==> config.mk <==
export PLATFORM = sky130hd
export DESIGN_NAME = sram_bridge_flat
export DESIGN_NICKNAME = d
export VERILOG_FILES = /design/src/rtl/sram_bridge_if.sv /design/src/rtl/sram_bridge.sv /design/src/flat_wrapper.sv
export SDC_FILE = /design/constraint.sdc
export NUM_CORES = 1
export LEC_CHECK = 0
export ABC_AREA = 1
export CORE_MARGIN = 3
export CORE_UTILIZATION = 45
export DETAILED_ROUTE_END_ITERATION = 10
export GPL_TIMING_DRIVEN = 0
export HOLD_SLACK_MARGIN = 0.1
export PLACE_DENSITY = 0.67
export SLEW_MARGIN = 10
export SYNTH_ARGS = -nofsm -noshare
export SYNTH_HDL_FRONTEND = slang
export SYNTH_SLANG_ARGS = --single-unit
==> constraint.sdc <==
create_clock -name clk -period 5.89 [get_ports clk]
set_input_delay 0.589 -clock clk [delete_from_list [all_inputs] [get_ports clk]]
set_output_delay 0.589 -clock clk [all_outputs]
set_load 0.005 [all_outputs]
==> src/rtl/sram_bridge_if.sv <==
// sram_bridge_if: groups the core-side request/response pins and the
// external SRAM pins of the bridge. The bridge uses the slave modport;
// the core side (or a bench standing in for the core and the SRAM) uses master.
interface sram_bridge_if;
  // core side
  logic        w_en;
  logic        r_en;
  logic [15:0] addr;
  logic [7:0]  wdata;
  logic [7:0]  rdata;
  logic        rd_valid;
  logic        busy;
  logic        ovf_err;
  // SRAM side
  logic [15:0] mem_addr;
  logic [7:0]  mem_wdata;
  logic [7:0]  mem_rdata;
  logic        mem_ce_n;
  logic        mem_oe_n;
  logic        mem_we_n;

  modport slave (
    input  w_en, r_en, addr, wdata, mem_rdata,
    output rdata, rd_valid, busy, ovf_err,
    output mem_addr, mem_wdata, mem_ce_n, mem_oe_n, mem_we_n
  );

  modport master (
    output w_en, r_en, addr, wdata, mem_rdata,
    input  rdata, rd_valid, busy, ovf_err,
    input  mem_addr, mem_wdata, mem_ce_n, mem_oe_n, mem_we_n
  );
endinterface

==> src/rtl/sram_bridge.sv <==
// sram_bridge: posts core writes into a FIFO_DEPTH-entry FIFO and serialises
// writes and reads onto a single-port asynchronous SRAM. Every access holds
// its strobes for WAIT_STATES+1 cycles. A write entry stays at the FIFO head
// while it is being written and is popped on the last access cycle, so the
// in-flight write still occupies a slot.
// Optional feature: define SRAM_BRIDGE_RAW_BYPASS_EN to forward read data
// from matching queued writes and to let non-matching reads overtake them.
module sram_bridge #(
  parameter int unsigned WAIT_STATES = 2,
  parameter int unsigned FIFO_DEPTH  = 4
) (
  input  logic         clk,
  input  logic         n_rst,
  sram_bridge_if.slave bus
);

  localparam int unsigned      PTR_W     = $clog2(FIFO_DEPTH);
  localparam int unsigned      CNT_W     = $clog2(FIFO_DEPTH + 1);
  localparam logic [CNT_W-1:0] FULL_CNT  = CNT_W'(FIFO_DEPTH);
  localparam logic [2:0]       LAST_WAIT = 3'(WAIT_STATES);

  typedef enum logic [1:0] {
    IDLE   = 2'd0,
    WR_ACC = 2'd1,
    RD_ACC = 2'd2,
    RD_RET = 2'd3
  } state_e;

  state_e           state_q, state_d;
  logic [2:0]       wait_q, wait_d;

  logic [15:0]      fifo_addr_q [FIFO_DEPTH];
  logic [7:0]       fifo_data_q [FIFO_DEPTH];
  logic [PTR_W-1:0] wr_ptr_q, rd_ptr_q;
  logic [CNT_W-1:0] count_q;

  logic             rd_pend_q;
  logic [15:0]      rd_pend_addr_q;
  logic [7:0]       rdata_q;
  logic             rd_valid_q;
  logic             ovf_q;

  logic [15:0]      mem_addr_q;
  logic [7:0]       mem_wdata_q;
  logic             mem_ce_n_q, mem_oe_n_q, mem_we_n_q;

  logic             full_s, last_s, decide_s, pop_s, push_s;
  logic             outstanding_s, rd_acc_s, rd_hit_s, rd_new_s, rd_req_s;
  logic             rd_go_s, wr_go_s;
  logic [CNT_W-1:0] rem_cnt_s;
  logic [PTR_W-1:0] head_idx_s;
  logic [15:0]      rd_addr_s;
  logic [7:0]       hit_data_s;

  assign full_s   = (count_q == FULL_CNT);
  assign last_s   = (wait_q == LAST_WAIT);
  // A new access may be dispatched from IDLE or straight out of the last
  // write cycle, which keeps write throughput at one per WAIT_STATES+1.
  assign decide_s = (state_q == IDLE) || ((state_q == WR_ACC) && last_s);
  assign pop_s    = (state_q == WR_ACC) && last_s;
  // Entries left after this cycle's pop, and the index of the next one.
  assign rem_cnt_s  = pop_s ? (count_q - CNT_W'(1)) : count_q;
  assign head_idx_s = pop_s ? (rd_ptr_q + PTR_W'(1)) : rd_ptr_q;
  // Pushing into a full FIFO is fine when the head retires on the same edge.
  assign push_s   = bus.w_en && (!full_s || pop_s);

  // A read is outstanding from acceptance until its rd_valid cycle is over.
  assign outstanding_s = rd_pend_q || (state_q == RD_ACC) || (state_q == RD_RET);
  assign rd_acc_s      = bus.r_en && !outstanding_s;
  assign rd_new_s      = rd_acc_s && !rd_hit_s;
  assign rd_req_s      = rd_pend_q || rd_new_s;
  assign rd_addr_s     = rd_pend_q ? rd_pend_addr_q : bus.addr;

`ifdef SRAM_BRIDGE_RAW_BYPASS_EN
  logic [PTR_W-1:0] fwd_idx_s;
  logic             fwd_match_s;

  // A read never overtakes a matching write (that case is forwarded), so a
  // missing read may always go to the SRAM first.
  assign rd_go_s = decide_s && rd_req_s;

  // Newest-match search: oldest FIFO entry first, the same-cycle write last.
  always_comb begin
    rd_hit_s    = 1'b0;
    hit_data_s  = 8'h00;
    fwd_idx_s   = rd_ptr_q;
    fwd_match_s = 1'b0;
    for (int i = 0; i < FIFO_DEPTH; i++) begin
      fwd_idx_s   = rd_ptr_q + PTR_W'(i);
      fwd_match_s = (CNT_W'(i) < count_q) && (fifo_addr_q[fwd_idx_s] == bus.addr);
      rd_hit_s    = rd_hit_s | fwd_match_s;
      hit_data_s  = fwd_match_s ? fifo_data_q[fwd_idx_s] : hit_data_s;
    end
    fwd_match_s = push_s;
    rd_hit_s    = rd_hit_s | fwd_match_s;
    hit_data_s  = fwd_match_s ? bus.wdata : hit_data_s;
  end
`else
  // Reads wait until every older write has left the FIFO; a write arriving
  // with the read is older and holds it back as well.
  assign rd_go_s    = decide_s && rd_req_s && (rem_cnt_s == {CNT_W{1'b0}}) &&
                      !(rd_new_s && push_s);
  assign rd_hit_s   = 1'b0;
  assign hit_data_s = 8'h00;
`endif

  assign wr_go_s = decide_s && (rem_cnt_s != {CNT_W{1'b0}}) && !rd_go_s;

  // FSM state and wait-state counter registers.
  always_ff @(posedge clk) begin
    if (!n_rst) begin
      state_q <= IDLE;
      wait_q  <= 3'd0;
    end else begin
      state_q <= state_d;
      wait_q  <= wait_d;
    end
  end

  // FSM next state: reads have priority at every dispatch point.
  always_comb begin
    state_d = state_q;
    wait_d  = wait_q;
    case (state_q)
      IDLE: begin
        wait_d = 3'd0;
        if (rd_go_s) begin
          state_d = RD_ACC;
        end else if (wr_go_s) begin
          state_d = WR_ACC;
        end else begin
          state_d = IDLE;
        end
      end
      WR_ACC: begin
        if (!last_s) begin
          wait_d = wait_q + 3'd1;
        end else if (rd_go_s) begin
          state_d = RD_ACC;
          wait_d  = 3'd0;
        end else if (wr_go_s) begin
          state_d = WR_ACC;
          wait_d  = 3'd0;
        end else begin
          state_d = IDLE;
          wait_d  = 3'd0;
        end
      end
      RD_ACC: begin
        if (!last_s) begin
          wait_d = wait_q + 3'd1;
        end else begin
          state_d = RD_RET;
          wait_d  = 3'd0;
        end
      end
      RD_RET: begin
        state_d = IDLE;
        wait_d  = 3'd0;
      end
      default: begin
        state_d = IDLE;
        wait_d  = 3'd0;
      end
    endcase
  end

  // Write-posting FIFO: storage, wrapping pointers and occupancy count.
  always_ff @(posedge clk) begin
    if (!n_rst) begin
      wr_ptr_q <= {PTR_W{1'b0}};
      rd_ptr_q <= {PTR_W{1'b0}};
      count_q  <= {CNT_W{1'b0}};
      for (int i = 0; i < FIFO_DEPTH; i++) begin
        fifo_addr_q[i] <= 16'h0000;
        fifo_data_q[i] <= 8'h00;
      end
    end else begin
      if (push_s) begin
        fifo_addr_q[wr_ptr_q] <= bus.addr;
        fifo_data_q[wr_ptr_q] <= bus.wdata;
        wr_ptr_q              <= wr_ptr_q + PTR_W'(1);
      end
      if (pop_s) begin
        rd_ptr_q <= rd_ptr_q + PTR_W'(1);
      end
      case ({push_s, pop_s})
        2'b10:   count_q <= count_q + CNT_W'(1);
        2'b01:   count_q <= count_q - CNT_W'(1);
        default: count_q <= count_q;
      endcase
    end
  end

  // Read tracking, returned data, valid strobe and sticky overflow flag.
  always_ff @(posedge clk) begin
    if (!n_rst) begin
      rd_pend_q      <= 1'b0;
      rd_pend_addr_q <= 16'h0000;
      rdata_q        <= 8'h00;
      rd_valid_q     <= 1'b0;
      ovf_q          <= 1'b0;
    end else begin
      if (rd_go_s) begin
        rd_pend_q <= 1'b0;
      end else if (rd_new_s) begin
        rd_pend_q      <= 1'b1;
        rd_pend_addr_q <= bus.addr;
      end
      if ((state_q == RD_ACC) && last_s) begin
        rdata_q <= bus.mem_rdata;
      end else if (rd_acc_s && rd_hit_s) begin
        rdata_q <= hit_data_s;
      end
      rd_valid_q <= ((state_q == RD_ACC) && last_s) || (rd_acc_s && rd_hit_s);
      ovf_q      <= ovf_q | (bus.w_en && !push_s) | (bus.r_en && outstanding_s);
    end
  end

  // SRAM pins: strobes follow the next state so they switch only when the
  // FSM changes access; address/data are loaded at dispatch.
  always_ff @(posedge clk) begin
    if (!n_rst) begin
      mem_ce_n_q  <= 1'b1;
      mem_oe_n_q  <= 1'b1;
      mem_we_n_q  <= 1'b1;
      mem_addr_q  <= 16'h0000;
      mem_wdata_q <= 8'h00;
    end else begin
      mem_ce_n_q <= !((state_d == WR_ACC) || (state_d == RD_ACC));
      mem_oe_n_q <= !(state_d == RD_ACC);
      mem_we_n_q <= !(state_d == WR_ACC);
      if (rd_go_s) begin
        mem_addr_q <= rd_addr_s;
      end else if (wr_go_s) begin
        mem_addr_q  <= fifo_addr_q[head_idx_s];
        mem_wdata_q <= fifo_data_q[head_idx_s];
      end
    end
  end

  assign bus.rdata     = rdata_q;
  assign bus.rd_valid  = rd_valid_q;
  assign bus.busy      = full_s || outstanding_s;
  assign bus.ovf_err   = ovf_q;
  assign bus.mem_addr  = mem_addr_q;
  assign bus.mem_wdata = mem_wdata_q;
  assign bus.mem_ce_n  = mem_ce_n_q;
  assign bus.mem_oe_n  = mem_oe_n_q;
  assign bus.mem_we_n  = mem_we_n_q;

endmodule

==> src/flat_wrapper.sv <==
// flat-port wrapper written by rule: the top's interface ports become plain ports
module sram_bridge_flat 
#(
  parameter int unsigned WAIT_STATES = 2,
  parameter int unsigned FIFO_DEPTH  = 4
)
  (clk, n_rst, bus_w_en, bus_r_en, bus_addr, bus_wdata, bus_mem_rdata, bus_rdata, bus_rd_valid, bus_busy, bus_ovf_err, bus_mem_addr, bus_mem_wdata, bus_mem_ce_n, bus_mem_oe_n, bus_mem_we_n);
  sram_bridge_if bus_i ();
  input  logic clk;
  input  logic n_rst;
  input wire logic [$bits(bus_i.w_en)-1:0] bus_w_en;
  input wire logic [$bits(bus_i.r_en)-1:0] bus_r_en;
  input wire logic [$bits(bus_i.addr)-1:0] bus_addr;
  input wire logic [$bits(bus_i.wdata)-1:0] bus_wdata;
  input wire logic [$bits(bus_i.mem_rdata)-1:0] bus_mem_rdata;
  output wire logic [$bits(bus_i.rdata)-1:0] bus_rdata;
  output wire logic [$bits(bus_i.rd_valid)-1:0] bus_rd_valid;
  output wire logic [$bits(bus_i.busy)-1:0] bus_busy;
  output wire logic [$bits(bus_i.ovf_err)-1:0] bus_ovf_err;
  output wire logic [$bits(bus_i.mem_addr)-1:0] bus_mem_addr;
  output wire logic [$bits(bus_i.mem_wdata)-1:0] bus_mem_wdata;
  output wire logic [$bits(bus_i.mem_ce_n)-1:0] bus_mem_ce_n;
  output wire logic [$bits(bus_i.mem_oe_n)-1:0] bus_mem_oe_n;
  output wire logic [$bits(bus_i.mem_we_n)-1:0] bus_mem_we_n;
  assign bus_i.w_en = bus_w_en;
  assign bus_i.r_en = bus_r_en;
  assign bus_i.addr = bus_addr;
  assign bus_i.wdata = bus_wdata;
  assign bus_i.mem_rdata = bus_mem_rdata;
  assign bus_rdata = bus_i.rdata;
  assign bus_rd_valid = bus_i.rd_valid;
  assign bus_busy = bus_i.busy;
  assign bus_ovf_err = bus_i.ovf_err;
  assign bus_mem_addr = bus_i.mem_addr;
  assign bus_mem_wdata = bus_i.mem_wdata;
  assign bus_mem_ce_n = bus_i.mem_ce_n;
  assign bus_mem_oe_n = bus_i.mem_oe_n;
  assign bus_mem_we_n = bus_i.mem_we_n;
  sram_bridge #(.WAIT_STATES(WAIT_STATES), .FIFO_DEPTH(FIFO_DEPTH)) u_core (.clk(clk), .n_rst(n_rst), .bus(bus_i));
endmodule
==> metrics.md <==
| Metric | Value |
|---|---|
| Grt ovf | `0` |
| Layout cell share with drive strength beyond 1 | `10.9%` |
| Slew Viols, Final | `0` |
| Die Area | `18400 µm²` |
| Worst setup EP type | `flip-flop` |
| XOR/XNOR Fraction of Synth Area | `0.232%` |
| Seq/Total Area, Yosys | `55.7%` |
| Pwr Density | `344 nW/µm²` |
| Final min period | `3.29 ns` |
| First-pass GRT wire length | `31100 µm` |
| CP dominant cell by count | `clkbuf_1` |
| Mux cell area share after synthesis | `0%` |
| CTS Buf Count | `17` |
| Ys flop type | `edfxtp_1` |
| Worst slew pin tran | `0.783 ns` |
| Mapped Area | `7550 µm²` |
| Max stage delay on crit path | `0.64 ns` |
| Slowest stage cell, crit path | `nand2_2` |
| Die H | `136 µm` |
| Vias in the first global route | `5872` |
| Register Area | `4200 µm²` |
| Die Span X | `136 µm` |
| Effective utilization at floorplan | `46.7%` |
| Area of the core | `16200 µm²` |
| CTS tree | `yes` |
| Syn nets | `937` |
| Area of the multi-input gates | `2760 µm²` |
| Crit path required time | `5.95 ns` |
| Htree depth | `4` |
| CTS clock-pin slew for the worst setup and hold paths | `0.06 ns` |
| WP data arrival | `3.35 ns` |
| Flops & latches, synth | `162` |
| Total leakage power | `0.00388 µW` |
| Iteration-0 DRC Markers | `497` |
| Tcrit/Tclk final | `55.8%` |
| Setup Skew | `0.0101 ns` |
| Post-synth EDFFs | `96` |
| Layout area overhead | `22.7%` |
| Fill count | `1455` |
| Combinational family with the most area after synthesis | `simple AND/OR/NAND/NOR gates` |
| Post-DR vias/cell | `5.11` |
| HPWL Detailed | `13900 µm` |
| HP Class | `reg2reg` |
| Clock Tree Buf Depth | `2` |
| Simple-gate portion of the synthesized area | `29.1%` |
| Via Count | `6228` |
| Synth Area in Adders | `1.16%` |
| Yosys warns | `0` |
| Run status | `complete, no violations` |
| Largest net degree at the start of global routing | `25` |
| DRC | `0` |
| Post-Route WL | `19800 µm` |
| Post-synthesis compound-gate area fraction | `5.59%` |
| Ant diodes | `0` |
| WL per Instance | `16.3 µm` |
| Critical path, cell by cell | `clkdlybuf4s50_1 -> clkbuf_1 -> nand4_1 -> clkbuf_1 -> nand2_2` |
| Peak Freq | `0.304 GHz` |
| Final hold slack | `0.456 ns` |
| Critical setup path kind | `in2reg` |
| Post-synth cell types | `36` |
| Syn Area/Cell | `8.44 µm²` |
| Clock sink count | `162` |
| Endpoints failing setup | `0` |
| ANT nets after route | `0` |
| First-pass DRT Iterations | `6` |
| Fin nets | `1032` |
| CTS Hold Bufs | `0` |
| Peak supply drop | `0.245 mV` |
| RSZ-0062 raised after global routing | `no` |
| Post-synthesis cell count | `894` |
| # IOs | `74` |
| GPL Wtd Cong | `0.840` |
| Initial antenna violation count | `0` |
| Clock Latency Late Sink | `0.43 ns` |
| IO buf count | `73` |
| Postcts setup bufs | `0` |
| Synth async-reset ratio | `0%` |
| Worst rel slew slack | `47.8%` |
| Post_cts resized | `0` |
| CP Max Fanout | `24` |
| Max-cap check violation count | `0` |
| Startpoint Class | `primary input` |
| Total Neg Setup Slack | `0 ns` |
| Root Buffer | `clkbuf_16` |
| Aggregate global-route resource usage | `22.2%` |
| # rows | `46` |
| Fin. Hold Viols | `0` |
power breakdown:
part	internal, µW	switching [µW]
clock	693	447
sequential	1330	58.4
combinational	265	400
critical path, delay by kind of cell:
kind	cells	cell delay, ns
buffers and inverters	3	1.51
AND/OR/NAND/NOR	2	1.23
metal layers:
layer  up-vias  global-route usage (%)  part of all wire [%]
met1      2948                    30.5                    44
met5         -                       0                     0
li1       3058                       -                     -
met4         0                    7.28                   2.0
met3        31                    3.79                   5.4
met2       191                    36.1                    48
cell usage after synthesis, drive strengths merged, types with 10 or more instances:
library cell  number  area (µm²)
dfxtp             66        1320
nor2             232         953
nand4             18         119
a21oi             10        61.3
nand3             71         385
nand2            169         669
clkbuf            16        60.1
o21ai             45         225
buf               28         168
inv              104         390
edfxtp            96        2880
stage by stage:
step	setup slack, ns	utilization (%)	power (µW)	instance area (µm²)	instances
final	2.60	57.3	3190	9270	1218
after global routing	2.44	57.3	3330	9270	1218
after CTS	2.20	57.3	3200	9260	1218
after detailed placement	1.76	53.5	2070	8650	1186
after global placement	0.601	52.9	2050	8550	1183
after floorplan	2.58	-	1800	7550	894
kinds of logic after synthesis:
group / after synthesis
AND/OR/NAND/NOR: 501
XOR/XNOR: 2
AO/OA/AOI/OAI: 73
adder cells (fa/ha/maj): 7
buffers and inverters: 149
flip-flops: 162
state kept, by name, indices dropped and copies added, names as in the netlist, 3 cells and up:
name / cells
u_core.bus.mem_wdata: 8
u_core.fifo_data_q: 32
u_core.count_q: 3
u_core.fifo_addr_q: 64
u_core.rd_pend_addr_q: 16
u_core.bus.rdata: 8
u_core.bus.mem_addr: 16
u_core.wait_q: 3
placed cells by master (no fill, tap or decap), types with 4 or more instances in the layout:
cell type	count
nor2_1	205
nand2_1	160
inv_1	98
edfxtp_1	96
clkdlybuf4s50_1	73
nand3_1	68
dfxtp_1	66
o21ai_0	35
nor2_2	24
buf_2	20
clkbuf_16	19
clkbuf_1	18
nand4_1	17
a21oi_1	9
o211ai_1	9
o21a_1	8
o21ai_1	7
ha_1	7
inv_2	6
nand2_2	6
or2_1	6
buf_4	4
area by class of cell:
class,instances,share of cell area (%)
flip-flops and latches,162,45.4
multi-input cells,583,29.8
repair buffers,76,8.64
clock buffers,23,5.51
inverters,105,4.25
well taps,216,2.92
plain buffers,44,2.46
clock inverters,9,1.07
path summary, 6_finish.rpt:
path / startpoint / endpoint / slack, ns / cells after the start
setup / recovery: n_rst / u_core.fifo_data_q[0][3]$_SDFFCE_PN0P_ / 2.60 / 5
hold / removal: u_core.wait_q[0]$_SDFF_PP0_ / u_core.wait_q[0]$_SDFF_PP0_ / 0.46 / 1
setup reg to reg: u_core.count_q[0]$_SDFFE_PN0P_ / u_core.fifo_data_q[0][3]$_SDFFCE_PN0P_ / 2.87 / 8
hold reg to reg: u_core.wait_q[0]$_SDFF_PP0_ / u_core.wait_q[0]$_SDFF_PP0_ / 0.46 / 1
No activity file was read; power rests on OpenSTA's default activity.
